### config.mk
export PLATFORM = sky130hd
export DESIGN_NAME = sound_arty_x
export DESIGN_NICKNAME = d
export VERILOG_FILES = /design/src/rtl/sound_arty_x.sv
export SDC_FILE = /design/constraint.sdc
export NUM_CORES = 1
export LEC_CHECK = 0
export ABC_CLOCK_PERIOD_IN_PS = 4900
export CORE_UTILIZATION = 45
export DETAILED_ROUTE_END_ITERATION = 7
export HOLD_SLACK_MARGIN = 0.05
export PLACE_DENSITY = 0.7
export SYNTH_ARGS = -nofsm -noshare
export SYNTH_HDL_FRONTEND = slang
export SYNTH_SLANG_ARGS = --single-unit
### constraint.sdc
create_clock -name CLK100MHZ -period 4.9 [get_ports CLK100MHZ]
set_input_delay 1.47 -clock CLK100MHZ [delete_from_list [all_inputs] [get_ports CLK100MHZ]]
set_output_delay 1.47 -clock CLK100MHZ [all_outputs]
set_load 0.01 [all_outputs]
### src/rtl/sound_arty_x.sv
// sound_arty_x -- Arty A7 tone player.
//
// Walks a fixed C4..C5 scale, one note every NOTE_CYCLES clocks. Each note
// is a triangle wave taken from a phase accumulator. The triangle is sent out
// as PWM_BITS-bit PWM on the mono audio pin.
//
// Ports
//   CLK100MHZ  in   100 MHz board clock; all logic runs on its rising edge
//   BTNC       in   synchronous active-low reset
//   SW[0]      in   audio enable (async): 1 = play, 0 = mute and pause
//   AUD_PWM    out  registered PWM audio, push-pull logic level
module sound_arty_x #(
  parameter int PWM_BITS    = 8,
  parameter int PHASE_BITS  = 24,
  parameter int NOTE_CYCLES = 25_000_000
) (
  input  logic       CLK100MHZ,
  input  logic       BTNC,
  input  logic [0:0] SW,
  output logic       AUD_PWM
);

  localparam int DUR_W = (NOTE_CYCLES > 1) ? $clog2(NOTE_CYCLES) : 1;
  localparam logic [DUR_W-1:0] DUR_LAST = DUR_W'(NOTE_CYCLES - 1);

  logic                  r_sync0;
  logic                  r_en;
  logic [PWM_BITS-1:0]   r_pwm_cnt;
  logic [PWM_BITS-1:0]   r_duty;
  logic [PHASE_BITS-1:0] r_phase;
  logic [2:0]            r_note;
  logic [DUR_W-1:0]      r_dur;

  logic [PHASE_BITS-1:0] w_inc;
  logic [PWM_BITS-1:0]   w_t;
  logic [PWM_BITS-1:0]   w_sample;
  logic                  w_note_end;
  logic                  w_frame_end;

  // Phase increments per note: INC = f * 2^24 / 100 MHz, rounded.
  always_comb begin
    w_inc = '0;
    case (r_note)
      3'd0: w_inc = PHASE_BITS'(44);  // C4
      3'd1: w_inc = PHASE_BITS'(49);  // D4
      3'd2: w_inc = PHASE_BITS'(55);  // E4
      3'd3: w_inc = PHASE_BITS'(59);  // F4
      3'd4: w_inc = PHASE_BITS'(66);  // G4
      3'd5: w_inc = PHASE_BITS'(74);  // A4
      3'd6: w_inc = PHASE_BITS'(83);  // B4
      3'd7: w_inc = PHASE_BITS'(88);  // C5
    endcase
  end

  // The MSB picks the rising or falling half of the triangle. The bits
  // below it give the position within that half.
  assign w_t         = r_phase[PHASE_BITS-2 -: PWM_BITS];
  assign w_sample    = r_phase[PHASE_BITS-1] ? ~w_t : w_t;
  assign w_note_end  = (r_dur == DUR_LAST);
  assign w_frame_end = &r_pwm_cnt;

  always_ff @(posedge CLK100MHZ) begin
    if (!BTNC) begin
      r_sync0   <= 1'b0;
      r_en      <= 1'b0;
      r_pwm_cnt <= '0;
      r_duty    <= '0;
      r_phase   <= '0;
      r_note    <= '0;
      r_dur     <= '0;
      AUD_PWM   <= 1'b0;
    end else begin
      // Two-flop synchronizer for the enable switch.
      r_sync0   <= SW[0];
      r_en      <= r_sync0;
      r_pwm_cnt <= r_pwm_cnt + PWM_BITS'(1);
      // Duty is latched only at the frame boundary, so each frame is clean.
      // It keeps tracking while muted; the output gate hides it.
      if (w_frame_end)
        r_duty <= w_sample;
      AUD_PWM <= r_en & (r_pwm_cnt < r_duty);
      // Muting freezes phase and note position, so unmute resumes mid-note.
      if (r_en) begin
        r_phase <= r_phase + w_inc;
        if (w_note_end) begin
          r_dur  <= '0;
          r_note <= r_note + 3'd1;
        end else begin
          r_dur <= r_dur + DUR_W'(1);
        end
      end
    end
  end

endmodule

==> results.json <==
{
  "ys_seq_elements": 78,
  "power.density_nw_per_um2": 283,
  "dpl-instance-area_um2": 3980,
  "hold_slack_ps": 447,
  "synth.most_common_cell": "dfxtp_1",
  "cp_cell_sequence": "clkdlybuf4s50_1 > inv_1 > buf_4 > or4_1 > o21ai_0",
  "reg2regPathDepth": 6,
  "dp_slack_ps": 1450,
  "cp.required_ps": 5180,
  "place_inst": 529,
  "syn_nets": 461,
  "netlist.area_leader.share_pct": 40.1,
  "path_max_fanout": 38,
  "finalNonFillerCells": 544,
  "die_h_um": 95.0,
  "fmax_mhz": 321,
  "synth-async-reset-ratio_pct": 0,
  "first_pass_iters": 4,
  "vias": 2927,
  "tritoncts": "done",
  "cp_slowest_cell": "clkdlybuf4s50_1",
  "final.setup.worst_slack_ps": 1780,
  "grt_util_all_layers_pct": 17.0,
  "wirelength_mm": 6.92,
  "dp_hpwl_mm": 4.69,
  "clkTransAtPathRegs_ps": 80,
  "peakVddDrop_mv": 0.142,
  "synth_seq_area_share_pct": 40.1,
  "syn_area_per_cell_um2": 8.93,
  "drive_above_1_share_pct": 7.06,
  "ys_warn_count": 0,
  "clk_latency_ps": 350,
  "critPathBufInv": 3,
  "setup.worst_path.class": "in2reg",
  "reg2reg_slack_ps": 2380,
  "avgViaCountPerCell": 5.38,
  "fin_crit_ps": 3120,
  "cts_hold_buf": 0,
  "synthTopCellsByArea": "dfxtp_1 (40%), xnor2_1 (7.4%), ha_1 (6.8%), nor2_1 (6.1%), xor2_1 (3.2%)",
  "num-nets-final": 460,
  "arrival_ps": 3400,
  "worstHoldPathCells": 1,
  "port_buffers": 3,
  "drv_cap": 0,
  "ctsRootBufferMaster": "clkbuf_8",
  "rows": 33,
  "core_um2": 8300,
  "rr_endpoint": "r_dur[9]",
  "p_leak_nw": 1.48,
  "post_cts_buffers": 0,
  "status": "complete, no violations",
  "num_io_pins": 4,
  "place_congestion": 0.817,
  "drv_slew": 0,
  "cts_max_path_buffers": 2,
  "cp_slowest_stage_delay_ps": 900,
  "grt_pass1_wl_mm": 12.1,
  "hold_viol": 0,
  "grt_pass1_vias": 2762,
  "drt_iter0_markers": 101,
  "fin_util_pct": 50.5,
  "die_area_um2": 9030,
  "hold_class": "reg2reg",
  "setup_violations": 0,
  "grt_max_degree": 39,
  "ys_top_cells_by_count": "dfxtp_1 (78), nor2_1 (63), xnor2_1 (33)",
  "slew_headroom_pct": 38.1,
  "die_w_um": 95.0,
  "synth.largest_area_cell": "dfxtp_1",
  "grt_antenna_before_repair": 0,
  "post_cts_resized": 0,
  "synth_edf_count": 0,
  "fin_skew_ps": 9.98,
  "grt.overflow.total": 0,
  "area_growth_pct": 7.62,
  "fin_area_um2": 4190,
  "syn_area_um2": 3890,
  "r2r_start": "r_en",
  "cts.sinks": 78,
  "diodes": 0,
  "min_from": "r_sync0",
  "worst_setup_path_end_kind": "flop",
  "final_antenna_net_count": 0,
  "cts_buffers": 9,
  "drc": 0,
  "crit_family": "buffers and inverters",
  "cp-start-kind": "input port",
  "finalSetupTns_ps": 0,
  "cts-htree-levels": 3,
  "ys_types": 49,
  "start_util_pct": 46.9,
  "power_mw": 1.19,
  "ys.flop_type": "dfxtp_1",
  "holdPathEnd": "r_en",
  "wl_per_cell_um": 12.7,
  "synthCells": 436,
  "rsz0062_at_grt": "no",
  "finalCritPeriodShare_pct": 63.7,
  "tightest_slew_ps": 929
}
[how the worst max path moves through the flow]
stage | from | slack (ps) | cells past startpoint | endpoint
after global placement | BTNC | 1500 | 5 | r_phase[9]
final | BTNC | 1780 | 5 | r_phase[9]
after detailed placement | BTNC | 1450 | 5 | r_phase[9]
after global routing | BTNC | 1660 | 5 | r_phase[9]
after CTS | BTNC | 1810 | 5 | r_phase[9]
after floorplan | BTNC | 2340 | 5 | w_inc[2]
[final cells by class]
| class | count | area, µm² |
|---|---|---|
| Inverter | 22 | 82.6 |
| Sequential cell | 78 | 1560 |
| Clock buffer | 11 | 151 |
| Clock inverter | 4 | 55.1 |
| Fill cell | 771 | 4110 |
| Timing Repair Buffer | 5 | 45.0 |
| Multi-Input combinational cell | 319 | 2160 |
| Tap cell | 105 | 131 |
[state kept, by name, indices dropped and copies added (netlist names)]
name       flops
AUD_PWM        1
r_dur         25
r_duty         8
r_en           1
r_note         3
r_phase       24
r_pwm_cnt      8
r_sync0        1
w_inc          7
[kinds of logic (layout without fill, tap and decap cells)]
family | after synthesis | in the layout | share of synthesized area, %
mux | 14 | 14 | 3.83
fa+ha+maj | 22 | 22 | 7.26
flops | 78 | 78 | 40.1
compound gates | 59 | 59 | 9.77
buf+inv | 39 | 42 | 4.34
simple gates | 177 | 177 | 24.1
xor+xnor | 47 | 47 | 10.6
[cells in the final DEF, fill, tap and decap left out, types with 5 or more instances in the layout]
master / count
xnor2_1: 33
o31ai_1: 7
or4_1: 8
inv_1: 22
dfxtp_1: 78
a21oi_1: 17
a211oi_1: 13
nor2_1: 63
nor3_1: 7
ha_1: 21
nand2_1: 22
nand4_1: 12
nor4_1: 7
xor2_1: 14
clkbuf_8: 11
and2_1: 5
mux2i_1: 10
nand3_1: 22
nand2b_1: 5
o21ai_0: 8
[metal layers]
layer | vias up | GRT usage (%) | routed length [µm]
li1 | 1522 | - | -
met1 | 1373 | 20.9 | 3370
met3 | 8 | 3.70 | 149
met2 | 24 | 28.7 | 3310
met4 | 0 | 7.07 | 94
met5 | - | 0 | 0
[worst register-to-register path, stage by stage (launching register included)]
cell      delay [ps]
dfxtp_1          320
buf_4            260
and4_1           350
nand2_2          150
nor3_4           380
nand2b_1         780
nor2_1           130
[where the power goes]
part | leakage, nW | internal (mW) | switching (mW) | total, mW
Sequential | 0.630 | 0.639 | 0.00406 | 0.643
Clock | 0.102 | 0.263 | 0.234 | 0.498
Combinational | 0.745 | 0.0174 | 0.0283 | 0.0457
Total | 1.48 | 0.919 | 0.267 | 1.19
Power figures use the tool's default switching activity.
